`config.mk`:
```
export PLATFORM = sky130hd
export DESIGN_NAME = cam_dvp_capture
export DESIGN_NICKNAME = d
export VERILOG_FILES = /design/src/rtl/cam_pkg.sv /design/src/rtl/sig_edge.sv /design/src/rtl/cam_dvp_capture.sv
export SDC_FILE = /design/constraint.sdc
export NUM_CORES = 1
export LEC_CHECK = 0
export ABC_CLOCK_PERIOD_IN_PS = 4900
export CORE_MARGIN = 2
export CORE_UTILIZATION = 59
export DETAILED_ROUTE_END_ITERATION = 6
export GPL_ROUTABILITY_DRIVEN = 0
export GPL_TIMING_DRIVEN = 0
export PLACE_DENSITY = 0.83
export SLEW_MARGIN = 20
export SYNTH_ARGS = -nofsm -noshare
export SYNTH_HDL_FRONTEND = slang
export SYNTH_SLANG_ARGS = --single-unit
```
`constraint.sdc`:
```
create_clock -name clk -period 4.9 [get_ports clk]
set_input_delay 1.47 -clock clk [delete_from_list [all_inputs] [get_ports clk]]
set_output_delay 1.47 -clock clk [all_outputs]
set_load 0.01 [all_outputs]
```
`src/rtl/cam_pkg.sv`:
```
// Shared DVP capture types and default geometry.
// The downstream sync generator uses these too.
package cam_pkg;

  typedef enum logic [1:0] {
    SKIP    = 2'd0,
    WAIT_VS = 2'd1,
    ACTIVE  = 2'd2
  } cam_state_e;

  localparam int unsigned H_ACT_DEF       = 1280;
  localparam int unsigned V_ACT_DEF       = 720;
  localparam int unsigned SKIP_FRAMES_DEF = 10;

  localparam int unsigned BYTE_W = 8;
  localparam int unsigned PIX_W  = 16;

  // Counter width with headroom above the nominal count so overruns are visible.
  function automatic int unsigned cnt_width(input int unsigned max_val);
    return $clog2(max_val + 2);
  endfunction

endpackage

```
`src/rtl/sig_edge.sv`:
```
// One-bit delay register with rise/fall detection of the input against
// its registered copy.
module sig_edge (
  input  logic clk,
  input  logic rstn,
  input  logic d_i,
  output logic q_o,
  output logic rise_c_o,
  output logic fall_c_o
);

  logic d_q;

  always_ff @(posedge clk or negedge rstn) begin
    if (!rstn) d_q <= 1'b0;
    else       d_q <= d_i;
  end

  assign q_o      = d_q;
  assign rise_c_o = d_i & ~d_q;
  assign fall_c_o = ~d_i & d_q;

endmodule

```
`src/rtl/cam_dvp_capture.sv`:
```
// DVP camera capture: packs RGB565 byte pairs into pixels, skips warm-up
// frames after reset and checks line/frame geometry.
module cam_dvp_capture
  import cam_pkg::*;
#(
  parameter int unsigned H_ACT       = H_ACT_DEF,
  parameter int unsigned V_ACT       = V_ACT_DEF,
  parameter int unsigned SKIP_FRAMES = SKIP_FRAMES_DEF
) (
  input  logic              clk,
  input  logic              rstn,
  input  logic [BYTE_W-1:0] cam_data,
  input  logic              cam_href,
  input  logic              cam_vsync,
  output logic              pix_valid,
  output logic [PIX_W-1:0]  pix_data,
  output logic              pix_href,
  output logic              pix_vsync,
  output logic              frame_start,
  output logic              frame_done,
  output logic              frame_ok,
  output logic              line_err
);

  localparam int unsigned PW = cnt_width(H_ACT);
  localparam int unsigned LW = cnt_width(V_ACT);
  localparam int unsigned SW = (SKIP_FRAMES > 0) ? $clog2(SKIP_FRAMES + 1) : 1;

  localparam logic [SW-1:0] SKIP_LAST = SW'((SKIP_FRAMES > 0) ? SKIP_FRAMES - 1 : 0);
  localparam logic [PW-1:0] H_EXP     = PW'(H_ACT);
  localparam logic [LW-1:0] V_EXP     = LW'(V_ACT);
  localparam cam_state_e    RST_STATE = (SKIP_FRAMES > 0) ? SKIP : WAIT_VS;

  // Input stage S1: every camera signal is registered once before use
  logic [BYTE_W-1:0] data_s1_q;
  logic              href_s1_q;
  logic              vs_s1_q;

  always_ff @(posedge clk or negedge rstn) begin
    if (!rstn) begin
      data_s1_q <= '0;
      href_s1_q <= 1'b0;
      vs_s1_q   <= 1'b0;
    end else begin
      data_s1_q <= cam_data;
      href_s1_q <= cam_href;
      vs_s1_q   <= cam_vsync;
    end
  end

  logic href_s2, href_fall, href_rise_unused;
  logic vs_s2, vs_rise, vs_fall_unused;

  sig_edge u_href_edge (
    .clk      (clk),
    .rstn     (rstn),
    .d_i      (href_s1_q),
    .q_o      (href_s2),
    .rise_c_o (href_rise_unused),
    .fall_c_o (href_fall)
  );

  sig_edge u_vs_edge (
    .clk      (clk),
    .rstn     (rstn),
    .d_i      (vs_s1_q),
    .q_o      (vs_s2),
    .rise_c_o (vs_rise),
    .fall_c_o (vs_fall_unused)
  );

  assign pix_href  = href_s2;
  assign pix_vsync = vs_s2;

  cam_state_e          state_q;
  logic [SW-1:0]       skip_cnt_q;
  logic [PW-1:0]       pix_cnt_q;
  logic [LW-1:0]       line_cnt_q;
  logic                phase_q;
  logic                frame_err_q;
  logic [BYTE_W-1:0]   hi_byte_q;
  logic [PIX_W-1:0]    pix_data_q;
  logic                pix_valid_q;
  logic                frame_start_q;
  logic                frame_done_q;
  logic                frame_ok_q;
  logic                line_err_q;

  // Frame FSM, counters and registered outputs; vsync handling has priority
  always_ff @(posedge clk or negedge rstn) begin
    if (!rstn) begin
      state_q       <= RST_STATE;
      skip_cnt_q    <= '0;
      pix_cnt_q     <= '0;
      line_cnt_q    <= '0;
      phase_q       <= 1'b0;
      frame_err_q   <= 1'b0;
      hi_byte_q     <= '0;
      pix_data_q    <= '0;
      pix_valid_q   <= 1'b0;
      frame_start_q <= 1'b0;
      frame_done_q  <= 1'b0;
      frame_ok_q    <= 1'b0;
      line_err_q    <= 1'b0;
    end else begin
      pix_valid_q   <= 1'b0;
      frame_start_q <= 1'b0;
      frame_done_q  <= 1'b0;
      line_err_q    <= 1'b0;
      unique case (state_q)
        SKIP: begin
          if (vs_rise) begin
            skip_cnt_q <= skip_cnt_q + SW'(1);
            if (skip_cnt_q == SKIP_LAST) begin
              state_q       <= ACTIVE;
              frame_start_q <= 1'b1;
            end
          end
        end
        WAIT_VS: begin
          if (vs_rise) begin
            state_q       <= ACTIVE;
            frame_start_q <= 1'b1;
          end
        end
        ACTIVE: begin
          if (vs_rise) begin
            frame_done_q  <= 1'b1;
            frame_start_q <= 1'b1;
            frame_ok_q    <= (line_cnt_q == V_EXP) && !frame_err_q;
            line_cnt_q    <= '0;
            pix_cnt_q     <= '0;
            phase_q       <= 1'b0;
            frame_err_q   <= 1'b0;
          end else if (href_fall) begin
            line_cnt_q <= (&line_cnt_q) ? line_cnt_q : line_cnt_q + LW'(1);
            if ((pix_cnt_q != H_EXP) || phase_q) begin
              line_err_q  <= 1'b1;
              frame_err_q <= 1'b1;
            end
            pix_cnt_q <= '0;
            phase_q   <= 1'b0;
          end else if (href_s1_q) begin
            phase_q <= ~phase_q;
            if (!phase_q) begin
              hi_byte_q <= data_s1_q;
            end else begin
              pix_data_q  <= {hi_byte_q, data_s1_q};
              pix_valid_q <= 1'b1;
              pix_cnt_q   <= (&pix_cnt_q) ? pix_cnt_q : pix_cnt_q + PW'(1);
            end
          end
        end
        default: state_q <= RST_STATE;
      endcase
    end
  end

  assign pix_valid   = pix_valid_q;
  assign pix_data    = pix_data_q;
  assign frame_start = frame_start_q;
  assign frame_done  = frame_done_q;
  assign frame_ok    = frame_ok_q;
  assign line_err    = line_err_q;

endmodule

```
==> reports/results.txt <==
worst-margin pin slew = 0.5979 ns
status = completed
Starting Density = 60.65%
Detail Placement HPWL = 4.116 mm
root buf cell = clkbuf_8
routed via count = 2237
setup TNS = 0 ns
RSZ-0062 raised after global routing = no
post_cts resized = 0
Mapped Cells = 259
GRT overflow = 0
routed vias/inst = 5.887
Placed Cells = 364
cell row count = 26
setup bufs post-CTS = 0
crit path capture type = primary output
skew final = 0.009831 ns
first-pass GRT wire length = 10.53 mm
crit path DAT = 1.37 ns
Final setup viols = 0
DIE AREA = 5810 µm²
max_slew headroom = 59.97%
post-synth top area cell = dfrtp_1
Post-synth top flop = dfrtp_1
crit-path max FO = 5
worst stage delay on the critical path = 0.57 ns
number of synthesized flops with an enable pin = 0
antenna cells = 0
Layout fillers = 336
post-route ant nets = 0
Yosys cell types = 49
max-slew violations = 0
TritonCTS Buffers = 9
CP startpoint kind = flip-flop
fmax = 0.3516 GHz
CTS Buffer Depth = 2
Core ar. = 5075 µm²
top cell type's share of synthesized area = 56.10%
WS Path Type = flip-flop to primary output
die height = 76.23 µm
CTS Hold Bufs = 0
H-tree depth = 3
final core utilization = 74.01%
Post-Route WL = 6.105 mm
drt pass-1 iters = 5
crit-path leading delay family = buffers and inverters
register area share after synthesis = 56.10%
Max stage delay cell, worst path = clkdlybuf4s50_1
Synthesis Warnings = 0
synthesized area = 3078 µm²
post-synthesis average cell area = 11.88 µm²
vias in the first global route = 2196
largest cells by area after synthesis = dfrtp_1, mux2_2, nand2_1
worst-path cell chain = clkdlybuf4s50_1
clk_lat worst skew = 0.35 ns
count of buffers from port buffering = 34
fin cells = 380
Die Wd = 76.23 µm
CP required = 3.43 ns
DR iter-0 viols = 304
leak pwr = 1.652 nW
CTS tree = done
layout cells sized above 1 = 17.74%
CTS Sinks = 69
Fin. Hold Viols = 0
pre-CTS setup slack = 2.426 ns
maximum VDD drop = 0.3846 mV
nets@finish = 323
Hold WC Path Type = flip-flop to flip-flop
Syn-to-layout area delta = 22.03%
hold_ws = 0.4022 ns
initial antenna violation count = 0
fin crit period = 2.844 ns
Post-Syn Nets = 277
largest net degree at the start of global routing = 46
Final WS setup = 2.056 ns
Boundary Pins = 35
share of flip-flops with an asynchronous set or reset = 100.0%
GRT Util Overall = 22.76%
Bufs and invs on worst path = 1
pwr/cell area = 475.9 nW/µm²
post-synthesis register bit count = 69
ratio of final minimum period to clock period = 58.05%
clk slew on worst S/H paths = 0.08 ns
Max Cap Viol = 0
WL/cell = 16.07 µm
# DRC = 0
where the power goes:
group | total [mW] | internal, mW | switching (mW)
logic | 0.448 | 0.237 | 0.211
registers | 0.804 | 0.703 | 0.101
clock network | 0.536 | 0.305 | 0.231
cells by family (layout without fill, tap and decap cells):
family,count (synthesis),after routing,share of synthesized area [%]
and+or+nand+nor,87,87,16.26
DFF,69,69,56.10
AOI/OAI and AO/OA,41,41,10.16
muxes,31,31,11.06
buffers and inverters,22,73,3.130
adders and majority gates,6,6,2.439
xor gates and xnor gates,3,3,0.8538
path summary, 6_finish.rpt:
path | start | end | slack [ns] | cells after the start
max in group asynchronous | rstn | hi_byte_q[0] | 3.35 | 2
worst max register to register | line_cnt_q[0] | line_cnt_q[6] | 2.85 | 6
worst max-delay path | u_href_edge.q_o | pix_href | 2.06 | 1
worst min register to register | vs_s1_q | u_vs_edge.q_o | 0.40 | 0
worst min-delay path | vs_s1_q | u_vs_edge.q_o | 0.40 | 0
min in group asynchronous | rstn | state_q[1] | 1.02 | 1
cells in the final DEF (no fill, tap or decap), drive strengths merged, types with 9 or more instances in the layout:
cell type      synthesis  layout
buf                    7       9
nand2                 26      26
nand3                 10      10
inv                   13      14
clkdlybuf4s50          0      33
mux2                  24      24
clkbuf                 2      12
nor2                  10      10
dfrtp                 69      69
area by class of cell:
cell class	count	area (µm²)	area share, %
plain buffers	9	47.55	1.266
clock buffers	10	137.6	3.664
clock inverters	6	95.09	2.532
inverters	13	48.80	1.299
multi-input cells	168	1255	33.41
flip-flops and latches	69	1727	45.97
well taps	70	87.58	2.332
repair buffers	35	357.8	9.527
stage by stage:
step / power, mW / cell area (µm²)
2_1_floorplan: 1.060 / 3078
3_3_place_gp: 1.231 / 3506
3_5_place_dp: 1.258 / 3523
4_1_cts: 1.800 / 3756
5_1_grt: 1.877 / 3756
6_report: 1.787 / 3756
synthesized netlist by cell type (5+ instances only):
library cell and n:
dfrtp_1 69, nand2_1 26, mux2_2 24, inv_1 13, nand3_1 10, nor2_1 10, mux2i_1 7, nand4_1 7
ha_1 6, o21ai_0 6, o31ai_1 6, buf_2 5, nand2b_1 5
state kept, by name (all words and copies together), names as in the netlist, 4 cells and up:
signal,cells
hi_byte_q,8
skip_cnt_q,4
pix_cnt_q,11
line_cnt_q,10
data_s1_q,8
pix_data,16
worst reg2reg max path, cell delays in order (launching register included):
cell and delay [ns]:
dfrtp_1 0.45, ha_1 0.28, and4_1 0.26, and4_1 0.25, buf_2 0.20, o311ai_0 0.35
o41ai_1 0.14
per-layer routing:
metal  track usage, %  up-vias  wire [µm]
met5                0        -          0
met3            6.398       10        398
met2            35.66       85       2996
met4            7.091        0         83
li1                 -     1036          -
met1            31.19     1106       2627
No activity file was read; power rests on OpenSTA's default activity.
